===== config.mk =====
export PLATFORM = sky130hd
export DESIGN_NAME = fpu_result_collector
export DESIGN_NICKNAME = d
export VERILOG_FILES = /design/src/rtl/fpu_result_collector.sv
export SDC_FILE = /design/constraint.sdc
export NUM_CORES = 1
export LEC_CHECK = 0
export ABC_AREA = 1
export CAP_MARGIN = 20
export CORE_MARGIN = 2
export CORE_UTILIZATION = 45
export CTS_CLUSTER_DIAMETER = 150
export DETAILED_ROUTE_END_ITERATION = 16
export PLACE_DENSITY = 0.95
export SLEW_MARGIN = 10
export SYNTH_ARGS = -nofsm -noshare
export SYNTH_HDL_FRONTEND = slang
export SYNTH_HIERARCHICAL = 1
export SYNTH_SLANG_ARGS = --single-unit

===== constraint.sdc =====
create_clock -name clk -period 8.2 [get_ports clk]
set_input_delay 1.64 -clock clk [delete_from_list [all_inputs] [get_ports clk]]
set_output_delay 1.64 -clock clk [all_outputs]
set_load 0.05 [all_outputs]

===== src/rtl/fpu_result_collector.sv =====
// FPU result merge stage: fixed-priority arbitration of unit result streams into
// an in-order result FIFO, plus the sticky accrued-exception register.

module fpu_result_collector_arb_cell (
  input  logic valid,
  input  logic higher_valid,
  input  logic space,
  output logic gnt,
  output logic ready,
  output logic chain_valid
);
  assign gnt         = valid & ~higher_valid;
  assign ready       = space & gnt;
  assign chain_valid = valid | higher_valid;
endmodule

module fpu_result_collector #(
  parameter int N_UNITS = 4,
  parameter int DEPTH   = 2
) (
  input  logic                 clk,
  input  logic                 reset,
  input  logic [N_UNITS-1:0]   unit_valid,
  output logic [N_UNITS-1:0]   unit_ready,
  input  logic [32*N_UNITS-1:0] unit_float,
  input  logic [5*N_UNITS-1:0] unit_flags,
  output logic                 valid_out,
  input  logic                 ready_in,
  output logic [31:0]          float_out,
  output logic [4:0]           flags_out,
  input  logic                 fflags_clr,
  output logic [4:0]           fflags
);
  localparam int RW = 37;
  localparam int PW = $clog2(DEPTH);
  localparam int CW = $clog2(DEPTH + 1);
  localparam logic [CW-1:0] DEPTH_C = CW'(DEPTH);

  logic [N_UNITS:0]            higher;
  logic [N_UNITS-1:0]          gnt;
  logic [N_UNITS-1:0][RW-1:0]  masked;
  logic [RW-1:0]               wr_data;
  logic [RW-1:0]               mem [DEPTH];
  logic [RW-1:0]               head;
  logic [PW-1:0]               rd_ptr, wr_ptr;
  logic [CW-1:0]               count;
  logic                        pop, push, space;

  assign valid_out = (count != '0);
  assign pop       = valid_out & ready_in;
  assign space     = (count < DEPTH_C) | pop;
  // higher[N_UNITS] is "any unit valid", so a push is simply any valid with room.
  assign push      = higher[N_UNITS] & space;
  assign higher[0] = 1'b0;

  genvar i;
  generate
    for (i = 0; i < N_UNITS; i++) begin : g_unit
      fpu_result_collector_arb_cell u_cell (
        .valid        (unit_valid[i]),
        .higher_valid (higher[i]),
        .space        (space),
        .gnt          (gnt[i]),
        .ready        (unit_ready[i]),
        .chain_valid  (higher[i+1])
      );
      // AND-masking keeps non-granted unit data out of the write path entirely.
      assign masked[i] = {unit_float[32*i +: 32], unit_flags[5*i +: 5]} & {RW{gnt[i]}};
    end
  endgenerate

  always_comb begin
    wr_data = '0;
    for (int k = 0; k < N_UNITS; k++) wr_data = wr_data | masked[k];
  end

  always_ff @(posedge clk) begin
    if (push) mem[wr_ptr] <= wr_data;
  end

  assign head      = mem[rd_ptr];
  assign float_out = valid_out ? head[RW-1:5] : 32'h0;
  assign flags_out = valid_out ? head[4:0]    : 5'h0;

  always_ff @(posedge clk or posedge reset) begin
    if (reset) begin
      rd_ptr <= '0;
      wr_ptr <= '0;
      count  <= '0;
      fflags <= 5'h0;
    end else begin
      if (push) wr_ptr <= wr_ptr + PW'(1);
      if (pop)  rd_ptr <= rd_ptr + PW'(1);
      case ({push, pop})
        2'b10:   count <= count + CW'(1);
        2'b01:   count <= count - CW'(1);
        default: count <= count;
      endcase
      fflags <= (fflags_clr ? 5'h0 : fflags) | (pop ? flags_out : 5'h0);
    end
  end
endmodule


### Yosys cells after proc, flatten, opt, wreduce, memory -nomap -nowiden

Memories as Yosys holds them, arrays and structs flattened.
Cells that the tools add are included.

* add/subtract/negate cells: 4
* magnitude comparators: 1
* equality and inequality tests: 2
* multiplexer cells: 7
* bitwise operators: 24
* reduce and logical (&&, ||, !) cells: 2

Operator list (number)
* AND 37 bit: 4
* bitwise OR 37 bit: 3
* 2-to-1 mux 32 bit: 1
* 2-to-1 mux 5 bit: 3
* AND 1 bit: 9
* bitwise OR 5 bit: 1
* bitwise OR 1 bit: 4
* one-hot mux 2 bit (2 select lines): 1
* nonzero test 2 bit: 2
* NOT 1 bit: 3
* adder 1 bit (second input constant): 2
* adder 2 x 1 -> 2 bit (second input constant): 1
* == test 2 x 1 -> 1 bit (second input constant): 1
* == test 2 bit (second input constant): 1
* less-than comparator 2 bit (second input constant): 1
* 2-to-1 mux 1 bit: 2
* subtractor 2 x 1 -> 2 bit (second input constant): 1

* bits in registers: 9
* RAM bits: 74
* bits of input ports: 156
* output and inout bits: 47
* word-level logic and storage cells: 45
* memories: 1

Memories
* mem: depth 2, width 37, rd ports 1, clocked after memory_dff 0, wr ports 1, line 43 `logic [RW-1:0] mem [DEPTH];`

### Depth between registers and ports, before layout

Gate-level depths: netlist of the first run.

* depth after elaboration: 6
* depth in mapped cells: 10

### Cells and area by module

Netlist of the first run, hierarchy kept.

By module, submodules not included
* fpu_result_collector: times used 1, cells an instance 455, area an instance 4216.5 sq um
* fpu_result_collector_arb_cell: times used 4, cells an instance 6, area an instance 25.0 sq um

### Worst setup path before layout of the first run

No wires, ideal clock.

* path type: input-to-output
* from: in unit_valid[0]
* to: out unit_ready[3]
* data arrival time: 3.027 ns
* required time: 6.560 ns
* path slack: 3.533 ns
* stages: 6
* path buffers: 0
* cells stage by stage: or2_1 or2_1 or2_1 inv_1 nand2_1 nor2_1

* longest elaborated chain between the ends: 5

Ends and longest elaborated chain
* start: declaration: line 23 `input logic [N_UNITS-1:0] unit_valid,`
* bitwise OR 1 bit: line 14 `assign chain_valid = valid | higher_valid;`
* named net higher[2]: line 39 `logic [N_UNITS:0] higher;`
* bitwise OR 1 bit: line 14
* named net higher[3]: line 39
* NOT 1 bit: line 12 `assign gnt = valid & ~higher_valid;`
* AND 1 bit: line 12
* AND 1 bit: line 13 `assign ready = space & gnt;`
* end: declaration: line 24 `output logic [N_UNITS-1:0] unit_ready,`

The timed path passes the listed nets, and every way through them passes these cells.

### Worst setup path after layout of the first run

Ends and elaborated chain as after synthesis.

==> summary.md, run 1 <==
| Metric | Value |
|---|---|
| Pwr dens | `359 nW/um^2` |
| Arr. time, crit path | `3.86 ns` |
| Die W | `102 um` |
| WL per Instance | `15.2 um` |
| Vias/cell | `4.97` |
| Die height | `102 um` |
| Mux cell area share after synthesis | `0` |
| Worst slew margin | `0.533` |
| Cts hold-fix bufs | `0` |
| Vias in the first global route | `4162` |
| Layout cells sized above 1 | `0.0825` |
| Final Skew | `0.0151 ns` |
| Setup bufs post-CTS | `0` |
| Fill cells | `654` |
| Crit Path Category | `in -> out` |
| Highest cell delay on the worst timing path | `0.81 ns` |
| Mean Syn Cell Area | `9.01 um^2` |
| Global-route wire length before repair | `18.6 mm` |
| Fin crit period | `5.50 ns` |
| Hold Worst Slack | `0.506 ns` |
| ANT nets after route | `0` |
| Achievable Freq | `0.182 GHz` |
| Dpl hpwl | `9.35 mm` |
| Post-Synth Simple-Gate Area | `0.284` |
| Worst EP required | `6.56 ns` |
| Seq/Total Area, Yosys | `0.567` |
| Cell taking the most area after synthesis | `edfxtp_1` |
| CTS tree | `built` |
| Status | `finished, final reports clean` |
| Top cell type's share of synthesized area | `0.515` |
| Setup TNS Final | `0 ns` |
| Max Root-Sink Buffers | `2` |
| Int Pwr | `1.28 mW` |
| Worst path most repeated cell | `or2_1` |
| RePlAce Congestion | `0.845` |
| Post-Synthesis Cells | `479` |
| Initial Util | `0.465` |
| Total grt overflow | `0` |
| Clock power share | `0.112` |
| Clk_lat worst skew | `0.33 ns` |
| CTS root buf | `clkbuf_8` |
| Leakage power | `2.61 nW` |
| Max cap viols | `0` |
| Top cells by area, synth | `edfxtp_1 (51%), nand2_1 (20%), nand4_1 (5.4%), dfrtp_1 (5.2%), a21oi_2 (4.3%)` |
| Seq pwr share | `0.302` |
| All-Layer GR Usage | `0.231` |
| Std-Cell Core Area | `9280 um^2` |
| Port buffer count | `202` |
| Layout area overhead | `55.7%` |
| DRT iter0 DRCs | `130` |
| Switching part of the total | `0.470` |
| Worst-path clk slew | `0.08 ns` |
| RSZ-0062 raised after global routing | `false` |
| DRC errors left | `0` |
| Adder-cell area share of the yosys netlist | `0.00290` |
| Io pins | `203` |
| Worst setup EP type | `primary output` |
| H-tree Lvls | `3` |
| # diodes | `0` |
| Post-synthesis xor/xnor area fraction | `0.00609` |
| Gate power share | `0.586` |
| Switching power total | `1.13 mW` |
| DRT Wirelength | `12.3 mm` |
| Worst Path Max Fanout | `2` |
| Pin count of the biggest net entering global routing | `39` |
| CTS resizes | `0` |
| Yosys warnings | `6` |
| Hold Path Class | `reg -> reg` |
| Total CTS buffers | `9` |
| Final Hold Viols | `0` |
| NumNets Final | `832` |
| Hold path depth | `2` |
| Synthesized area | `4320 um^2` |
| CTS Sinks | `83` |
| Main combinational cell family by area after synthesis | `simple AND/OR/NAND/NOR gates` |
| Slowest-stage cell, CP | `clkdlybuf4s50_1` |
| FF-to-FF path depth | `5` |
| Crit path launch type | `primary input` |
| Drt first pass iters | `4` |
| Initial antenna violation count | `0` |
| Synth unique cells | `25` |
| Final Max Tran Viols | `0` |
| Area fraction in compound gates after synthesis | `0.0664` |
| Crit share post-route | `0.670` |
| Setup-failing EPs final | `0` |
| Die area | `10400 um^2` |
| Worst slew pin tran | `0.698 ns` |
| Row cnt | `35` |
| Cell chain of the critical path | `clkdlybuf4s50_1 -> or2_1 -> or2_1 -> or2_1 -> inv_1 -> nand2_1 -> nor2_1 -> clkdlybuf4s50_1` |
| Peak supply drop | `0.240 mV` |
| Final Util | `0.724` |
| Yosys reg bits | `83` |
| Vias | `4018` |
## sequential cells by signal (all words and copies together), names as in the netlist
| name | cells |
|---|---|
| mem | 74 |
| fflags | 5 |
| count | 2 |
| rd_ptr | 1 |
| wr_ptr | 1 |
## layout by cell type, fill, tap and decap left out, types with 3 or more instances in the layout
master and count:
nand4_1 37, buf_4 3, dfrtp_1 9, nand2_1 230
inv_1 37, clkdlybuf4s50_1 202, clkbuf_8 9, nor2_1 4
nand3_2 4, a21oi_2 21, a21oi_1 12, or2_1 4
buf_16 6, edfxtp_1 74, o22ai_1 4
## cell type report
class	instances	area (um^2)	area share
clock buffers	10	128	0.0190
multi-input cells	331	1570	0.233
inverters	39	151	0.0225
clock inverters	5	55.1	0.00819
flip-flops and latches	83	2450	0.364
well taps	129	161	0.0240
repair buffers	211	2210	0.329
## cell families after synthesis
kind of cell,after synthesis
buffers and inverters,66
other,1
XOR/XNOR,3
adder cells (fa/ha/maj),1
flip-flops,83
AO/OA/AOI/OAI,39
AND/OR/NAND/NOR,286
## synthesized netlist by cell type
| cell type | instances |
|---|---|
| nand2_1 | 230 |
| edfxtp_1 | 74 |
| inv_1 | 38 |
| nand4_1 | 37 |
| buf_2 | 22 |
| a21oi_2 | 21 |
| a21oi_1 | 12 |
| dfrtp_1 | 9 |
| nor2_1 | 5 |
| buf_6 | 4 |
| nand3_2 | 4 |
| o22ai_1 | 4 |
| or2_1 | 4 |
| nand2_2 | 2 |
| o21ai_2 | 2 |
| xor2_1 | 2 |
| buf_4 | 1 |
| conb_1 | 1 |
| ha_1 | 1 |
| inv_6 | 1 |
| nand2_4 | 1 |
| nand3_1 | 1 |
| nand3b_1 | 1 |
| nor2_4 | 1 |
| xnor2_1 | 1 |
## final timing paths
check                                startpoint                   end  slack (ns)
setup reg to reg           count[0]$_DFFE_PP0P_  mem[1][36]$_DFFE_PP_        6.37
hold / removal               wr_ptr$_DFFE_PP0P_    wr_ptr$_DFFE_PP0P_        0.51
min in group asynchronous                 reset  count[1]$_DFFE_PP0P_        1.57
max in group asynchronous                 reset   fflags[0]$_DFF_PP0_        6.37
setup / recovery                  unit_valid[0]         unit_ready[3]        2.70
hold reg to reg              wr_ptr$_DFFE_PP0P_    wr_ptr$_DFFE_PP0P_        0.51
## worst max-delay path: cells and delay by family
kind	cells	cell delay (ns)
buffers and inverters	3	1.31
and+or+nand+nor	5	0.91
## metrics by stage
step	total power, mW	instances	area, um^2	setup WS, ns
after floorplan	1.66	480	4320	3.53
after global placement	2.09	787	6370	2.85
after detailed placement	2.14	791	6480	2.73
after CTS	2.41	806	6660	2.73
after global routing	2.53	808	6720	2.64
final	2.41	808	6720	2.70
## routing by layer
metal / up-vias / part of all wire / GRT usage
met1: 1854 / 0.37 / 0.241
met3: 36 / 0.063 / 0.0431
li1: 1962 / - / -
met5: - / 0 / 0
met4: 0 / 0.034 / 0.116
met2: 166 / 0.53 / 0.439
## power by group through the flow
stage / combinational (mW) / clock [mW] / sequential (mW)
6_report: 1.41 / 0.271 / 0.727
5_1_grt: 1.49 / 0.295 / 0.743
4_1_cts: 1.40 / 0.278 / 0.730
3_5_place_dp: 1.40 / 0 / 0.739
3_3_place_gp: 1.36 / 0 / 0.727
2_1_floorplan: 0.895 / 0 / 0.767
Power figures use the tool's default switching activity.
==> run 2: changes to the inputs <==
--- a/config.mk
+++ b/config.mk
@@ -8,10 +8,10 @@
 export ABC_AREA = 1
 export CAP_MARGIN = 20
 export CORE_MARGIN = 2
-export CORE_UTILIZATION = 45
+export CORE_UTILIZATION = 38
 export CTS_CLUSTER_DIAMETER = 150
 export DETAILED_ROUTE_END_ITERATION = 16
-export PLACE_DENSITY = 0.95
+export PLACE_DENSITY = 0.86
 export SLEW_MARGIN = 10
 export SYNTH_ARGS = -nofsm -noshare
 export SYNTH_HDL_FRONTEND = slang
==> constraint.sdc (replaced) <==
create_clock -name clk -period 4.43 [get_ports clk]
set_input_delay 0.886 -clock clk [delete_from_list [all_inputs] [get_ports clk]]
set_output_delay 0.886 -clock clk [all_outputs]
set_load 0.05 [all_outputs]
==> run 2 against run 1 <==
Effect of this change: sequential cell count unchanged; worst hold slack worse by 0.0070 ns; clock skew shrank 0.0082 ns; setup slack got worse by 2.2 ns; combinational power rose by 84%; critical path type unchanged; core utilization is 11 points lower; register-to-register slack got worse by 4.3 ns; critical path depth did not move; non-clock buffer count stayed put; clock power increased to 2.8 times the previous value.
==> summary.md, run 2 (synthesized netlist as in run 1, its figures left out) <==
| Metric | Value |
|---|---|
| DP Worst Slack | `0.527 ns (was 2.73 ns)` |
| H-tree Lvls | `3 (unchanged)` |
| Final Skew | `0.00691 ns (was 0.0151 ns)` |
| Worst-path clk slew | `0.06 ns (was 0.08 ns)` |
| Arr. time, crit path | `3.04 ns (was 3.86 ns)` |
| Crit path max-delay family | `buffers and inverters (unchanged)` |
| Initial antenna violation count | `0 (unchanged)` |
| Switching power total | `2.15 mW (was 1.13 mW)` |
| DRT iter0 DRCs | `231 (was 130)` |
| Final Max Tran Viols | `0 (unchanged)` |
| FF-to-FF path depth | `5 (unchanged)` |
| Commonest non-fill, non-tap cell in the layout | `nand2_1 (unchanged)` |
| DRT Wirelength | `12.2 mm (was 12.3 mm)` |
| Gate power share | `0.551 (was 0.586)` |
| ANT nets after route | `0 (unchanged)` |
| Die W | `111 um (was 102 um)` |
| Total grt overflow | `0 (unchanged)` |
| Worst Path Max Fanout | `2 (unchanged)` |
| M3 GR Usage | `0.0379 (was 0.0431)` |
| Port buffer count | `202 (unchanged)` |
| Total CTS buffers | `9 (unchanged)` |
| Vias/cell | `4.91 (was 4.97)` |
| Crit share post-route | `0.887` |
| GR Util met2 | `0.379 (was 0.439)` |
| Grt peak-use layer | `met2 (unchanged)` |
| Pwr dens | `700 nW/um^2 (was 359 nW/um^2)` |
| Leakage power | `2.71 nW (was 2.61 nW)` |
| CTS tree | `built (unchanged)` |
| Status | `finished, final reports clean (unchanged)` |
| Die height | `111 um (was 102 um)` |
| RSZ-0062 raised after global routing | `false (unchanged)` |
| Worst slew pin tran | `0.849 ns (was 0.698 ns)` |
| Setup TNS Final | `0 ns (unchanged)` |
| Hold Path Class | `reg -> reg (unchanged)` |
| Worst slew margin | `0.432 (was 0.533)` |
| Max cap viols | `0 (unchanged)` |
| Initial Util | `0.393 (was 0.465)` |
| Vias in the first global route | `4025 (was 4162)` |
| Regs by FF count | `mem (74), fflags (5), count (2) (unchanged)` |
| Achievable Freq | `0.254 GHz` |
| Seq pwr share | `0.286 (was 0.302)` |
| Dpl hpwl | `9.27 mm (was 9.35 mm)` |
| Setup-failing EPs final | `0 (unchanged)` |
| Std-Cell Core Area | `11000 um^2 (was 9280 um^2)` |
| Final Util | `0.614 (was 0.724)` |
| CTS Sinks | `83 (unchanged)` |
| CTS root buf | `clkbuf_16 (was clkbuf_8)` |
| Die area | `12200 um^2 (was 10400 um^2)` |
| Layout area overhead | `56.2% (was 55.7%)` |
| Clk_lat worst skew | `0.33 ns (about the same)` |
| # diodes | `0 (unchanged)` |
| DRC errors left | `0 (unchanged)` |
| Vias | `4026 (was 4018)` |
| RePlAce Congestion | `0.824 (was 0.845)` |
| Crit path launch type | `primary input (unchanged)` |
| FF-to-FF Start | `count[0]$_DFFE_PP0P_ (unchanged)` |
| Hold Worst Slack | `0.499 ns (was 0.506 ns)` |
| NumNets Final | `832 (unchanged)` |
| Flop2flop setup slack | `2.06 ns (was 6.37 ns)` |
| Top reg by flops | `mem (unchanged)` |
| Crit Path Category | `in -> out (unchanged)` |
| Cts hold-fix bufs | `0 (unchanged)` |
| Slowest-stage cell, CP | `clkdlybuf4s50_1 (unchanged)` |
| CP endpoint | `unit_ready[3] (unchanged)` |
| WL per Instance | `14.9 um (was 15.2 um)` |
| Final standard cell area without fillers | `6740 um^2 (was 6720 um^2)` |
| GR Layer Usage met1 | `0.213 (was 0.241)` |
| Final Hold Viols | `0 (unchanged)` |
| Worst path most repeated cell | `or2_1 (unchanged)` |
| CP bufs+invs | `3 (unchanged)` |
| Io pins | `203 (unchanged)` |
| Pin count of the biggest net entering global routing | `38 (was 39)` |
| Crit path from | `unit_valid[0] (unchanged)` |
| Row cnt | `38 (was 35)` |
| Int Pwr | `2.57 mW (was 1.28 mW)` |
| Global-route wire length before repair | `19.5 mm (was 18.6 mm)` |
| Worst EP required | `3.54 ns (was 6.56 ns)` |
| Clock power share | `0.163 (was 0.112)` |
| Fill cells | `910 (was 654)` |
| PnR worst setup slack | `0.501 ns (was 2.70 ns)` |
| Switching part of the total | `0.456 (was 0.470)` |
| WP depth | `8 (unchanged)` |
| Most frequent cells in the layout | `nand2_1 (230), clkdlybuf4s50_1 (165), edfxtp_1 (74), buf_4 (39) (was nand2_1 (230), clkdlybuf4s50_1 (202), edfxtp_1 (74), inv_1 (37), nand4_1 (37))` |
| Highest cell delay on the worst timing path | `0.81 ns (about the same)` |
| Reg-to-Reg End | `mem[0][19]$_DFFE_PP_ (was mem[1][36]$_DFFE_PP_)` |
| Worst setup EP type | `primary output (unchanged)` |
| Max Root-Sink Buffers | `2 (unchanged)` |
| DP Area | `6430 um^2 (was 6480 um^2)` |
| Peak supply drop | `0.726 mV (was 0.240 mV)` |
| Max reg flops | `74 (unchanged)` |
| CTS resizes | `0 (unchanged)` |
| All-Layer GR Usage | `0.199 (was 0.231)` |
| Cell chain of the critical path | `clkdlybuf4s50_1 -> or2_1 -> or2_1 -> or2_1 -> inv_1 -> nand2_1 -> nor2_1 -> clkdlybuf4s50_1 (unchanged)` |
| Setup bufs post-CTS | `0 (unchanged)` |
| Drt first pass iters | `4 (unchanged)` |
| Fin crit period | `3.93 ns` |
| Layout cells sized above 1 | `0.135 (was 0.0825)` |
run 2: cell type report:
cell class / instances / area, um^2 / share of cell area
flip-flops and latches: 83 / 2450 / 0.363
repair buffers: 211 / 2090 / 0.311
multi-input cells: 331 / 1570 / 0.232
clock buffers: 10 / 229 / 0.0340
well taps: 140 / 175 / 0.0260
inverters: 39 / 151 / 0.0224
clock inverters: 6 / 80.1 / 0.0119
run 2: tightest hold or removal path: cells and delay by family (launching register included):
| family | cells | cell delay [ns] |
|---|---|---|
| flip-flops | 1 | 0.37 |
| AND/OR/NAND/NOR | 2 | 0.10 |
run 2: through the flow:
stage / power (mW) / cells
finish: 4.72 / 820
CTS: 4.76 / 820
detailed placement: 3.99 / 804
global placement: 3.90 / 801
floorplan: 3.08 / 480
global route: 4.96 / 820
run 2: how the worst min path moves through the flow:
| stage | from | end | slack, ns | cells after the start |
|---|---|---|---|---|
| after floorplan | wr_ptr$_DFFE_PP0P_ | wr_ptr$_DFFE_PP0P_ | 0.45 | 2 |
| after global placement | wr_ptr$_DFFE_PP0P_ | wr_ptr$_DFFE_PP0P_ | 0.47 | 2 |
| after detailed placement | wr_ptr$_DFFE_PP0P_ | wr_ptr$_DFFE_PP0P_ | 0.49 | 2 |
| after CTS | wr_ptr$_DFFE_PP0P_ | wr_ptr$_DFFE_PP0P_ | 0.50 | 2 |
| after global routing | wr_ptr$_DFFE_PP0P_ | wr_ptr$_DFFE_PP0P_ | 0.53 | 2 |
| final | wr_ptr$_DFFE_PP0P_ | wr_ptr$_DFFE_PP0P_ | 0.50 | 2 |
run 2: routing by layer:
layer	vias up	share of wire
li1	1971	-
met1	1883	0.38
met2	154	0.54
met3	18	0.056
met4	0	0.019
met5	-	0
run 2: power groups by stage:
stage	Clock, mW	Combinational [mW]	Sequential [mW]
after floorplan	0	1.66	1.42
after global placement	0	2.55	1.35
after detailed placement	0	2.62	1.37
after CTS	0.781	2.63	1.35
after global routing	0.813	2.76	1.38
final	0.768	2.60	1.35
==> edit 1, RTL diff (config.mk and constraints of run 1) <==
Put a register stage on the output `flags_out`, with the module's reset. The value now appears one clock later. The other outputs are not delayed to match.
--- a/src/rtl/fpu_result_collector.sv
+++ b/src/rtl/fpu_result_collector.sv
@@ -36,4 +36,6 @@
   localparam int CW = $clog2(DEPTH + 1);
   localparam logic [CW-1:0] DEPTH_C = CW'(DEPTH);
+
+  logic [4:0] flags_d;
 
   logic [N_UNITS:0]            higher;
@@ -81,5 +83,5 @@
   assign head      = mem[rd_ptr];
   assign float_out = valid_out ? head[RW-1:5] : 32'h0;
-  assign flags_out = valid_out ? head[4:0]    : 5'h0;
+  assign flags_d = valid_out ? head[4:0]    : 5'h0;
 
   always_ff @(posedge clk or posedge reset) begin
@@ -97,7 +99,15 @@
         default: count <= count;
       endcase
-      fflags <= (fflags_clr ? 5'h0 : fflags) | (pop ? flags_out : 5'h0);
+      fflags <= (fflags_clr ? 5'h0 : fflags) | (pop ? flags_d : 5'h0);
     end
   end
+  always_ff @(posedge clk or posedge reset) begin
+    if (reset) begin
+      flags_out <= '0;
+    end else begin
+      flags_out <= flags_d;
+    end
+  end
+
 endmodule
 
Function: changed (Yosys sat finds a counterexample within 4 cycles, from zero or initial values and one cycle with reset high).
==> edit 1 against run 1 <==
Total power is 0.97% higher. Routed wire length increased by 1.6%. Cell area up 1.8%. Via count up 3.1%. Sequential cell count is 5 higher. Core utilization down 1.7 points. Worst setup slack improved by 0.11 ns. Largest cell class unchanged. Synthesized area is 2.9% higher.
==> edit 1: results (changes against run 1) <==
avgViaCountPerCell: 5.06  # +1.8%
r2r_setup_slack_ns: 6.19  # -0.18 ns
whs_endpoint: "fflags[3]$_DFF_PP0_"
final_layout_size_suffix_gt1_share_pct: 8.03  # -0.22 points
postCtsSetupRepairBufs: 0  # unchanged
syn_inst: 484  # +1.0%
synth.top_cells.by_area: "sky130_fd_sc_hd__edfxtp_1, sky130_fd_sc_hd__nand2_1, sky130_fd_sc_hd__dfrtp_1"
whs_ns: 0.517  # +0.0112 ns
first_global_vias: 4037  # -3.0%
clock_latency_ns: 0.35  # +0.02 ns
hold_start: "fflags[3]$_DFF_PP0_"
routed_wirelength_um: 12500  # +1.6%
synthArstFlopShare_pct: 15.9  # +5.1 points
worst_r2r_dst: "fflags[3]$_DFF_PP0_"
worstHoldPathCells: 2  # unchanged
synth.yosys.seq_area_share_pct: 57.9  # +1.2 points
power.ir.vdd_worst_mv: 0.185  # -23%
layout.cells.non_filler: 818  # +1.2%
outcome: "complete, no violations"
p_leak_uw: 0.00267  # +2.2%
critical_path_arrival_ns: 3.74  # -0.12 ns
first_iter_violations: 128  # -1.5%
totalNegativeSetupSlack_ns: 0  # unchanged
worstMarginPinSlew_ns: 0.771  # +0.0730 ns
regToRegStartpoint: "rd_ptr$_DFFE_PP0P_"
finalClockSkew_ns: 0.00845  # -0.00669 ns
largest_registers: "mem: 74 flops, fflags: 5 flops, flags_out: 5 flops"
grt_first_pass_wirelength_um: 18800  # +1.3%
pin_count_of_the_biggest_net_entering_global_routing: 39  # unchanged
worstRegToRegCells: 7  # +2
place_inst: 799  # +1.0%
finalNetCount: 837  # +0.60%
synth_edf_count: 74  # unchanged
clock_pin_transition_on_the_worst_setup_and_hold_timing_paths_ns: 0.09
drt_pre_antenna_iters: 4  # unchanged
cts_max_path_buffers: 2  # unchanged
gr-usage-all-layers_pct: 23.5  # +0.40 points
hpwl_um: 9380  # +0.30%
gp_congestion: 0.801  # -5.1%
edit 1: worst max-delay path by stage:
stage                  start       endpoint  slack (ns)  cells past startpoint
2_1_floorplan  unit_valid[0]  unit_ready[3]        3.53                      6
3_3_place_gp   unit_valid[0]  unit_ready[3]        2.86                      8
3_5_place_dp   unit_valid[0]  unit_ready[3]        2.81                      8
4_1_cts        unit_valid[0]  unit_ready[3]        2.81                      8
5_1_grt        unit_valid[0]  unit_ready[3]        2.70                      8
6_report       unit_valid[0]  unit_ready[3]        2.82                      8
edit 1: cell families (layout without fill, tap and decap cells):
logic type               Yosys count  in the layout  share of synthesized area [%]
XOR/XNOR                           3              3                          0.592
flip-flops                        88             88                           57.9
AO/OA/AOI/OAI                     39             39                           6.45
buffers and inverters             66            266                           7.07
AND/OR/NAND/NOR                  286            286                           27.6
adder cells (fa/ha/maj)            1              1                          0.282
other                              1              2                         0.0844
edit 1: cell type report:
class / count / area [µm²]
tap: 133 / 166
timing repair buffer: 211 / 2200
fill: 689 / 2840
multi-input combinational: 331 / 1570
clock inverter: 5 / 57.6
sequential: 88 / 2570
clock buffer: 11 / 131
inverter: 39 / 151
edit 1: worst max-delay path: stages:
cell and delay [ns]:
sky130_fd_sc_hd__clkdlybuf4s50_1 0.41, sky130_fd_sc_hd__or2_1 0.24, sky130_fd_sc_hd__or2_1 0.22, sky130_fd_sc_hd__or2_1 0.22
sky130_fd_sc_hd__inv_1 0.06, sky130_fd_sc_hd__nand2_1 0.07, sky130_fd_sc_hd__nor2_1 0.09, sky130_fd_sc_hd__clkdlybuf4s50_1 0.80
edit 1: report_power, final:
group	total, µW	switching (µW)	internal (µW)
clock network	291	150	141
logic	1380	921	455
registers	767	57.1	710
edit 1: metal layers:
layer | vias up | part of all wire [%] | global-route usage, % | wire length, µm
met5 | - | 0 | 0 | 0
met4 | 0 | 4.3 | 13.7 | 536
met3 | 46 | 7.1 | 5.58 | 894
met2 | 210 | 53 | 43.7 | 6690
met1 | 1902 | 35 | 23.7 | 4400
li1 | 1984 | - | - | -
edit 1: stage by stage:
step | power (µW) | cell area (µm²) | setup slack [ns]
detailed placement | 2130 | 6580 | 2.81
CTS | 2420 | 6770 | 2.81
floorplan | 1680 | 4450 | 3.53
finish | 2430 | 6840 | 2.82
global route | 2570 | 6840 | 2.70
global placement | 2090 | 6500 | 2.86
==> edit 2, RTL diff (config.mk and constraints of run 1) <==
Without the edit above. Set the parameter `N_UNITS` to 5 (it was 4).
--- a/src/rtl/fpu_result_collector.sv
+++ b/src/rtl/fpu_result_collector.sv
@@ -16,5 +16,5 @@
 
 module fpu_result_collector #(
-  parameter int N_UNITS = 4,
+  parameter int N_UNITS = 5,
   parameter int DEPTH   = 2
 ) (
Interface: changed (resized unit_flags, unit_float, unit_ready and unit_valid); port bits go from 203 to 242. The function was not compared with the original's and may differ.
==> edit 2 against run 1 <==
Global-route usage grew 2.6 points. Maximum frequency down 2.6%. Synthesized area grew 8.7%. Total power increased by 2.5%. Routed wire length is 18% higher. Sequential share of layout area decreased by 3.4 points. First-iteration DRC count increased by 130%. Critical endpoint is now unit_ready[4]. Worst setup slack lost 0.15 ns. Sequential cell count is the same. Register-to-register slack got worse by 0.05 ns. Cell area increased by 10%. Non-clock buffer count is 40 higher.
==> edit 2: results (changes against run 1) <==
dieArea_um2: 11300  # +8.3%
hpwl_um: 10900  # +17%
grt_first_pass_wirelength_um: 22600  # +22%
final_layout_size_suffix_gt1_share_pct: 7.52  # -0.73 points
synth.lib_cells_used.distinct: 24  # -4.0%
finalNetCount: 990  # +19%
worstMarginPinSlew_ns: 0.723  # +0.0245 ns
finalClockSkew_ns: 0.00822  # -0.00693 ns
critical_path_arrival_ns: 4.00  # +0.14 ns
drt_pre_antenna_iters: 5  # +1
power.ir.vdd_worst_mv: 0.204  # -15%
filler_cell_count: 715  # +9.3%
outcome: "complete, no violations"
synth.yosys.seq_area_share_pct: 52.2  # -4.5 points
layout.cells.non_filler: 934  # +16%
synth.top_cells.by_area: "sky130_fd_sc_hd__edfxtp_1, sky130_fd_sc_hd__nand2_1, sky130_fd_sc_hd__a21oi_1"
critical_path.slowest_cell: "sky130_fd_sc_hd__clkdlybuf4s50_1"
detailed_route_wire_length_per_cell_um: 15.5  # +2.0%
synth_top_area_share_pct: 47.4  # -4.1 points
synth-xor-area-share_pct: 0.560  # -0.049 points
placed_area_um2: 7190  # +11%
yosys-top-cells-count: "sky130_fd_sc_hd__nand2_1, sky130_fd_sc_hd__edfxtp_1, sky130_fd_sc_hd__a21oi_1, sky130_fd_sc_hd__inv_1, sky130_fd_sc_hd__nand3_1"
gr-usage-all-layers_pct: 25.7  # +2.6 points
first_iter_violations: 294  # +130%
gp_congestion: 0.879  # +4.1%
place_inst: 919  # +16%
first_global_vias: 4892  # +18%
synth-compound-area-share_pct: 10.3  # +3.7 points
dr_total_vias: 4714  # +17%
io_buffers: 241  # +19%
syn_inst: 563  # +18%
pin_count_of_the_biggest_net_entering_global_routing: 38  # -2.6%
synthAdderAreaFrac_pct: 0.267  # -0.023 points
-- edit 2: cell types whose count changed after synthesis, sizes merged --
cell / change
nand2: +38
inv: +3
nand3: +37
buf: +4
or2: +1
a21oi: +37
nand4: -37
nor2: +1
-- edit 2: routing by layer --
layer | wire length, µm | global-route usage [%]
met2 | 7720 | 48.3
met3 | 896 | 5.09
met5 | 0 | 0
met4 | 413 | 11.2
met1 | 5490 | 27.7
-- edit 2: power breakdown --
part	switching [µW]	leakage (µW)	internal, µW	total, µW
registers	53.6	0.000837	674	727
clock network	137	0.0000972	168	304
logic	963	0.00217	475	1440
-- edit 2: final timing paths --
path / endpoint / depth (start not counted) / slack [ns]
max: unit_ready[4] / 9 / 2.56
min reg2reg: wr_ptr$_DFFE_PP0P_ / 2 / 0.50
max reg2reg: mem[1][34]$_DFFE_PP_ / 5 / 6.32
max in group asynchronous: fflags[4]$_DFF_PP0_ / 2 / 6.38
min: wr_ptr$_DFFE_PP0P_ / 2 / 0.50
min in group asynchronous: count[1]$_DFFE_PP0P_ / 2 / 1.56
-- edit 2: area by class of cell --
cell class / instances / area [µm²] / share of cell area, %
Clock buffer: 9 / 124 / 1.67
Clock inverter: 5 / 80.1 / 1.08
Inverter: 42 / 163 / 2.19
Multi-Input combinational cell: 408 / 1870 / 25.2
Sequential cell: 83 / 2450 / 33.0
Tap cell: 136 / 170 / 2.29
Timing Repair Buffer: 251 / 2570 / 34.6
-- edit 2: critical path, delay by kind of cell --
kind | cells | cell delay [ns]
buffers and inverters | 3 | 1.29
AND/OR/NAND/NOR | 6 | 1.08
-- edit 2: cells by family after synthesis --
logic type | after synthesis
buffers and inverters | 73
adder cells (fa/ha/maj) | 1
AO/OA/AOI/OAI | 76
flip-flops | 83
other | 1
XOR/XNOR | 3
AND/OR/NAND/NOR | 326
